### config.mk
export PLATFORM = sky130hd
export DESIGN_NAME = branch_predict_resolve_flat
export DESIGN_NICKNAME = d
export VERILOG_FILES = /design/src/rtl/branch_predict_resolve_pkg.sv /design/src/rtl/branch_predict_resolve_if.sv /design/src/rtl/branch_predict_resolve_sat_counter2.sv /design/src/rtl/branch_predict_resolve.sv /design/src/flat_wrapper.sv
export SDC_FILE = /design/constraint.sdc
export NUM_CORES = 1
export LEC_CHECK = 0
export CORE_ASPECT_RATIO = 0.6
export CORE_MARGIN = 10
export CORE_UTILIZATION = 30
export DETAILED_ROUTE_END_ITERATION = 7
export PLACE_DENSITY = 0.7
export SETUP_SLACK_MARGIN = 0.3
export SLEW_MARGIN = 20
export SYNTH_ARGS = -nofsm -noshare
export SYNTH_HDL_FRONTEND = slang
export SYNTH_SLANG_ARGS = --single-unit
### constraint.sdc
create_clock -name clk -period 3.5 [get_ports clk]
set_clock_uncertainty 0.1 [all_clocks]
set_input_delay 0.7 -clock clk [delete_from_list [all_inputs] [get_ports clk]]
set_output_delay 0.7 -clock clk [all_outputs]
set_load 0.005 [all_outputs]
### src/rtl/branch_predict_resolve_pkg.sv
// branch_predict_resolve_pkg: counter encodings, default sizes and the 2-bit saturating step
package branch_predict_resolve_pkg;
   typedef enum logic [1:0] {SNT = 2'b00, WNT = 2'b01, WT = 2'b10, ST = 2'b11} ctrState;
   localparam int DEF_IDX_BITS = 4;
   localparam int DEF_STAT_W = 16;
   function automatic logic [1:0] satStep(input logic [1:0] cur, input logic up);
      return up ? (cur == ST ? cur : cur + 2'd1) : (cur == SNT ? cur : cur - 2'd1);
   endfunction
endpackage

### src/rtl/branch_predict_resolve_if.sv
// branch_predict_resolve_if: IF lookup and resolve-stage signals between pipeline and predictor
interface branch_predict_resolve_if #(
   parameter int WIDTH = 32,
   parameter int STAT_W = 16
);
   logic              if_pc_valid_unused;
   logic [WIDTH-1:0]  if_pc;
   logic              if_is_branch;
   logic              pred_taken;
   logic              rs_valid;
   logic [WIDTH-1:0]  rs_pc;
   logic [WIDTH-1:0]  rs_busA;
   logic              rs_branch;
   logic              rs_branch_zero;
   logic              rs_jump;
   logic              rs_pred_taken;
   logic              stall;
   logic              redirect_valid;
   logic              redirect_taken;
   logic              leap;
   logic [STAT_W-1:0] branch_count;
   logic [STAT_W-1:0] mispred_count;
   modport master (
      output if_pc, if_is_branch, rs_valid, rs_pc, rs_busA, rs_branch, rs_branch_zero,
             rs_jump, rs_pred_taken, stall,
      input  pred_taken, redirect_valid, redirect_taken, leap, branch_count, mispred_count
   );
   modport slave (
      input  if_pc, if_is_branch, rs_valid, rs_pc, rs_busA, rs_branch, rs_branch_zero,
             rs_jump, rs_pred_taken, stall,
      output pred_taken, redirect_valid, redirect_taken, leap, branch_count, mispred_count
   );
endinterface

### src/rtl/branch_predict_resolve_sat_counter2.sv
// sat_counter2: next-state logic of a 2-bit up/down saturating counter
module sat_counter2
   import branch_predict_resolve_pkg::*;
(
   input  logic [1:0] cur,
   input  logic       up,
   output logic [1:0] nxt
);
   always_comb nxt = satStep(cur, up);
endmodule

### src/rtl/branch_predict_resolve.sv
// branch_predict_resolve: BHT lookup in IF, BEQZ/BNEZ/jump resolve with registered redirect and stats
module branch_predict_resolve
   import branch_predict_resolve_pkg::*;
#(
   parameter int         WIDTH = 32,
   parameter int         IDX_BITS = DEF_IDX_BITS,
   parameter logic [1:0] CTR_INIT = 2'(WNT),
   parameter int         STAT_W = DEF_STAT_W
) (
   input logic clk,
   input logic reset,
   branch_predict_resolve_if.slave bus
);
   localparam int ENTRIES = 2 ** IDX_BITS;
   logic [1:0]          bht [ENTRIES];
   logic [IDX_BITS-1:0] rdIdx, wrIdx;
   logic [1:0]          curCtr, nxtCtr;
   logic                zero, cond, actual, res, upd, mispred;
   logic                unusedPcBits;
   assign rdIdx = bus.if_pc[IDX_BITS+1:2];
   assign wrIdx = bus.rs_pc[IDX_BITS+1:2];
   assign unusedPcBits = ^{bus.if_pc[WIDTH-1:IDX_BITS+2], bus.if_pc[1:0],
                           bus.rs_pc[WIDTH-1:IDX_BITS+2], bus.rs_pc[1:0]};
   assign bus.pred_taken = bus.if_is_branch & bht[rdIdx][1];
   // a jump wins over a simultaneous branch flag, so branch-only paths mask it out
   always_comb begin
      zero    = bus.rs_busA == '0;
      cond    = bus.rs_branch & (bus.rs_branch_zero ? zero : ~zero);
      actual  = cond | bus.rs_jump;
      res     = bus.rs_valid & ~bus.stall & (bus.rs_branch | bus.rs_jump);
      upd     = res & bus.rs_branch & ~bus.rs_jump;
      mispred = bus.rs_jump ? ~bus.rs_pred_taken : (bus.rs_branch & (actual != bus.rs_pred_taken));
      curCtr  = bht[wrIdx];
   end
   sat_counter2 uCtr (.cur(curCtr), .up(cond), .nxt(nxtCtr));
   always_ff @(posedge clk) begin
      if (reset) begin
         for (int i = 0; i < ENTRIES; i++) bht[i] <= CTR_INIT;
      end else if (upd) begin
         bht[wrIdx] <= nxtCtr;
      end
   end
   always_ff @(posedge clk) begin
      if (reset) begin
         bus.redirect_valid <= 1'b0;
         bus.redirect_taken <= 1'b0;
         bus.leap           <= 1'b0;
      end else begin
         bus.redirect_valid <= res & mispred;
         if (res) begin
            bus.redirect_taken <= actual;
            bus.leap           <= actual;
         end
      end
   end
   always_ff @(posedge clk) begin
      if (reset) begin
         bus.branch_count  <= '0;
         bus.mispred_count <= '0;
      end else if (upd) begin
         if (~&bus.branch_count) bus.branch_count <= bus.branch_count + STAT_W'(1);
         if (mispred && ~&bus.mispred_count) bus.mispred_count <= bus.mispred_count + STAT_W'(1);
      end
   end
endmodule

### src/flat_wrapper.sv
// flat-port wrapper written by rule: the top's interface ports become plain ports
module branch_predict_resolve_flat import branch_predict_resolve_pkg::*;
#(
   parameter int         WIDTH = 32,
   parameter int         IDX_BITS = DEF_IDX_BITS,
   parameter logic [1:0] CTR_INIT = 2'(WNT),
   parameter int         STAT_W = DEF_STAT_W
)
  (clk, reset, bus_if_pc, bus_if_is_branch, bus_rs_valid, bus_rs_pc, bus_rs_busA, bus_rs_branch, bus_rs_branch_zero, bus_rs_jump, bus_rs_pred_taken, bus_stall, bus_pred_taken, bus_redirect_valid, bus_redirect_taken, bus_leap, bus_branch_count, bus_mispred_count);
  branch_predict_resolve_if #(.WIDTH(WIDTH), .STAT_W(STAT_W)) bus_i ();
  input logic clk;
  input logic reset;
  input wire logic [$bits(bus_i.if_pc)-1:0] bus_if_pc;
  input wire logic [$bits(bus_i.if_is_branch)-1:0] bus_if_is_branch;
  input wire logic [$bits(bus_i.rs_valid)-1:0] bus_rs_valid;
  input wire logic [$bits(bus_i.rs_pc)-1:0] bus_rs_pc;
  input wire logic [$bits(bus_i.rs_busA)-1:0] bus_rs_busA;
  input wire logic [$bits(bus_i.rs_branch)-1:0] bus_rs_branch;
  input wire logic [$bits(bus_i.rs_branch_zero)-1:0] bus_rs_branch_zero;
  input wire logic [$bits(bus_i.rs_jump)-1:0] bus_rs_jump;
  input wire logic [$bits(bus_i.rs_pred_taken)-1:0] bus_rs_pred_taken;
  input wire logic [$bits(bus_i.stall)-1:0] bus_stall;
  output wire logic [$bits(bus_i.pred_taken)-1:0] bus_pred_taken;
  output wire logic [$bits(bus_i.redirect_valid)-1:0] bus_redirect_valid;
  output wire logic [$bits(bus_i.redirect_taken)-1:0] bus_redirect_taken;
  output wire logic [$bits(bus_i.leap)-1:0] bus_leap;
  output wire logic [$bits(bus_i.branch_count)-1:0] bus_branch_count;
  output wire logic [$bits(bus_i.mispred_count)-1:0] bus_mispred_count;
  assign bus_i.if_pc = bus_if_pc;
  assign bus_i.if_is_branch = bus_if_is_branch;
  assign bus_i.rs_valid = bus_rs_valid;
  assign bus_i.rs_pc = bus_rs_pc;
  assign bus_i.rs_busA = bus_rs_busA;
  assign bus_i.rs_branch = bus_rs_branch;
  assign bus_i.rs_branch_zero = bus_rs_branch_zero;
  assign bus_i.rs_jump = bus_rs_jump;
  assign bus_i.rs_pred_taken = bus_rs_pred_taken;
  assign bus_i.stall = bus_stall;
  assign bus_pred_taken = bus_i.pred_taken;
  assign bus_redirect_valid = bus_i.redirect_valid;
  assign bus_redirect_taken = bus_i.redirect_taken;
  assign bus_leap = bus_i.leap;
  assign bus_branch_count = bus_i.branch_count;
  assign bus_mispred_count = bus_i.mispred_count;
  branch_predict_resolve #(.WIDTH(WIDTH), .IDX_BITS(IDX_BITS), .CTR_INIT(CTR_INIT), .STAT_W(STAT_W)) u_core (.clk(clk), .reset(reset), .bus(bus_i));
endmodule
==> run metrics <==
post-route ant nets 0; CTS tree built; Remaining Overflow, GRT 0; placed cell count 597; most common cell in the netlist nor2_1; Setup TNS 0 ns; worst skew pair latency 0.33 ns; RR Endpoint u_core.bus.mispred_count[5]; Vias/cell 5.03; most instantiated cells after synthesis 44 x nor2_1, 34 x dfxtp_1, 32 x edfxtp_1, 32 x nand3_1, 30 x nand2_1; largest fanout on the critical path 4; Detail Placement HPWL 7.48 mm; Seq cells post-synth 66; mapped cell area 0.00355 mm^2; fin. max-slew vios 0; routed via count 3085; predominant post-synthesis flop cell dfxtp_1; Die ar. 0.0167 mm^2; leakage power 1.60 nW; Ports 141; PortBufs 84; Hold Path End u_core.bus.mispred_count[13]; # rows 30; final setup fails 0; syn_nets 471; global-route wire length before repair 15.9 mm; Diodes inserted 0; GP Congestion 0.800; CP startpoint kind primary input; synth-to-layout area growth 38.9%; unrepaired setup endpoints after global routing no; HP Start u_core.bus.mispred_count[13]; initial antenna violation count 0; die width 160 um; share of flip-flops with an asynchronous set or reset 0; Worst EP arrival 2.33 ns; worst reg2reg startpoint u_core.bus.mispred_count[8]; sequential-to-total area share from yosys stat 0.462; top cell type by total area after synthesis edfxtp_1; Final Hold Vio Count 0; largest net degree at the start of global routing 52; Worst-Margin Slew 0.701 ns; core area 0.0114 mm^2; post-layout util 0.431; hold depth 2; EDFF count, synth 32; status finished, final reports clean; clock sink total 66; Unique masters post-synth 44; H-tree depth 3; CTS Buf Count 9; post-synthesis area per instance 9.76 um^2; vias in the first global route 3062; largest cells by area after synthesis edfxtp_1 27%, dfxtp_1 19%, mux4_2 8.2%, nor2_1 4.6%, nand3_1 4.5%; HP Class reg -> reg; Longest Clk Path Bufs 2; fill count 1112; R2R setup slack 1.12 ns; post-layout power 1.91 mW; Initial DRC Count 209; yosys warns 0; Final min period 3.13 ns; Power per Cell Area 387 mW/mm^2; Max VDD drop 0.000232 V; Die Height 104 um; reg2reg path depth 7; total wire length 9.93 mm; fin cells 613; worst hold margin 0.402 ns; fmax 0.319 GHz; Initial Utilization 0.310; final worst-path cycle share 0.894; Tot GR Track Use 0.118; CP required 2.70 ns; max_slew headroom 0.521; Post-route DRC 0; routed len/inst 16.2 um; CP endpoint kind primary output; Cells after Synth 364; clk slew on worst S/H paths 0.05 ns; area share of the largest cell type after synthesis 0.271; Layout Nets 555; setup bufs post-CTS 0; maxcap violations 0; CP Class in -> out; drt pass-1 iters 4; Root Buffer clkbuf_16; share of cells above drive strength 1 0.113
==> critical path, cell delays in order <==
cell and delay (ns):
buf_2 0.11, buf_12 0.11, mux4_2 0.53, mux4_2 0.46
and2_1 0.16, dlygate4sd2_1 0.26
==> power by group <==
group / switching (mW) / total, mW / internal (mW)
logic: 0.0879 / 0.198 / 0.110
registers: 0.00612 / 0.826 / 0.820
clock network: 0.306 / 0.886 / 0.579
total: 0.400 / 1.91 / 1.51
==> stage by stage <==
stage / worst slack (ns) / cell area, um^2
after detailed placement: -0.235 / 4630
after global routing: 0.306 / 4930
after CTS: 0.369 / 4930
after global placement: -0.235 / 4630
final: 0.370 / 4930
after floorplan: 0.808 / 3550
==> registers in the layout, summed over array words and instances (netlist names) <==
signal	cells
u_core.bht	32
u_core.bus.branch_count	16
u_core.bus.redirect_valid	1
u_core.bus.redirect_taken	1
u_core.bus.mispred_count	16
==> placed cells by master (no fill, tap or decap), drive strengths merged, types with 2 or more instances in the layout <==
cell type	instances
a21oi	16
or4	5
and4	4
nand2b	20
and2	4
o21ai	12
xor2	12
o31ai	5
clkdlybuf4s50	81
or3	12
nor3	6
mux4	13
nor2b	3
edfxtp	32
clkbuf	15
ha	2
a2111oi	3
dfxtp	34
nor2	44
nand4	10
nand2	30
buf	12
nand3b	3
inv	2
nor4	9
maj3	2
mux2i	5
nand3	32
or2	6
and3	5
xnor2	2
dlygate4sd2	2
==> layer usage <==
metal	routed length [um]	vias to the layer above	GRT usage
li1	-	1514	-
met5	0	-	0
met1	4930	1467	0.161
met4	138	0	0.0385
met3	699	9	0.0427
met2	4160	95	0.166
==> logic make-up after synthesis <==
group / Yosys count / share of synthesized area
AOI/OAI and AO/OA: 40 / 0.0673
xor gates and xnor gates: 14 / 0.0345
adders and majority gates: 4 / 0.0134
buffers and inverters: 24 / 0.0306
DFF: 66 / 0.462
muxes: 19 / 0.0997
and+or+nand+nor: 197 / 0.292
==> final cells by class <==
cell class | count | area, um^2 | area share
multi-input combinational | 274 | 1810 | 0.368
sequential | 66 | 1640 | 0.333
timing repair buffer | 95 | 966 | 0.196
clock buffer | 15 | 299 | 0.0606
tap | 160 | 200 | 0.0406
inverter | 2 | 7.51 | 0.00152
clock inverter | 1 | 5.00 | 0.00101
==> timing repair <==
| action | 4_1_cts | 5_1_grt |
|---|---|---|
| hold buffers | 0 | 0 |
| resized for setup | 6 | 3 |
| endpoints found under the setup margin | 1 | 10 |
==> worst max path at each step <==
stage / endpoint / from / slack [ns] / cells after the start
floorplan: u_core.bht[8][0] / bus_rs_pc[2] / 0.81 / 7
global placement: bus_pred_taken / bus_if_pc[2] / -0.24 / 6
detailed placement: bus_pred_taken / bus_if_pc[2] / -0.23 / 6
CTS: bus_pred_taken / bus_if_pc[2] / 0.37 / 6
global route: u_core.bus.mispred_count[5] / bus_rs_busA[5] / 0.31 / 8
finish: bus_pred_taken / bus_if_pc[2] / 0.37 / 6
No activity file was read; power rests on OpenSTA's default activity.
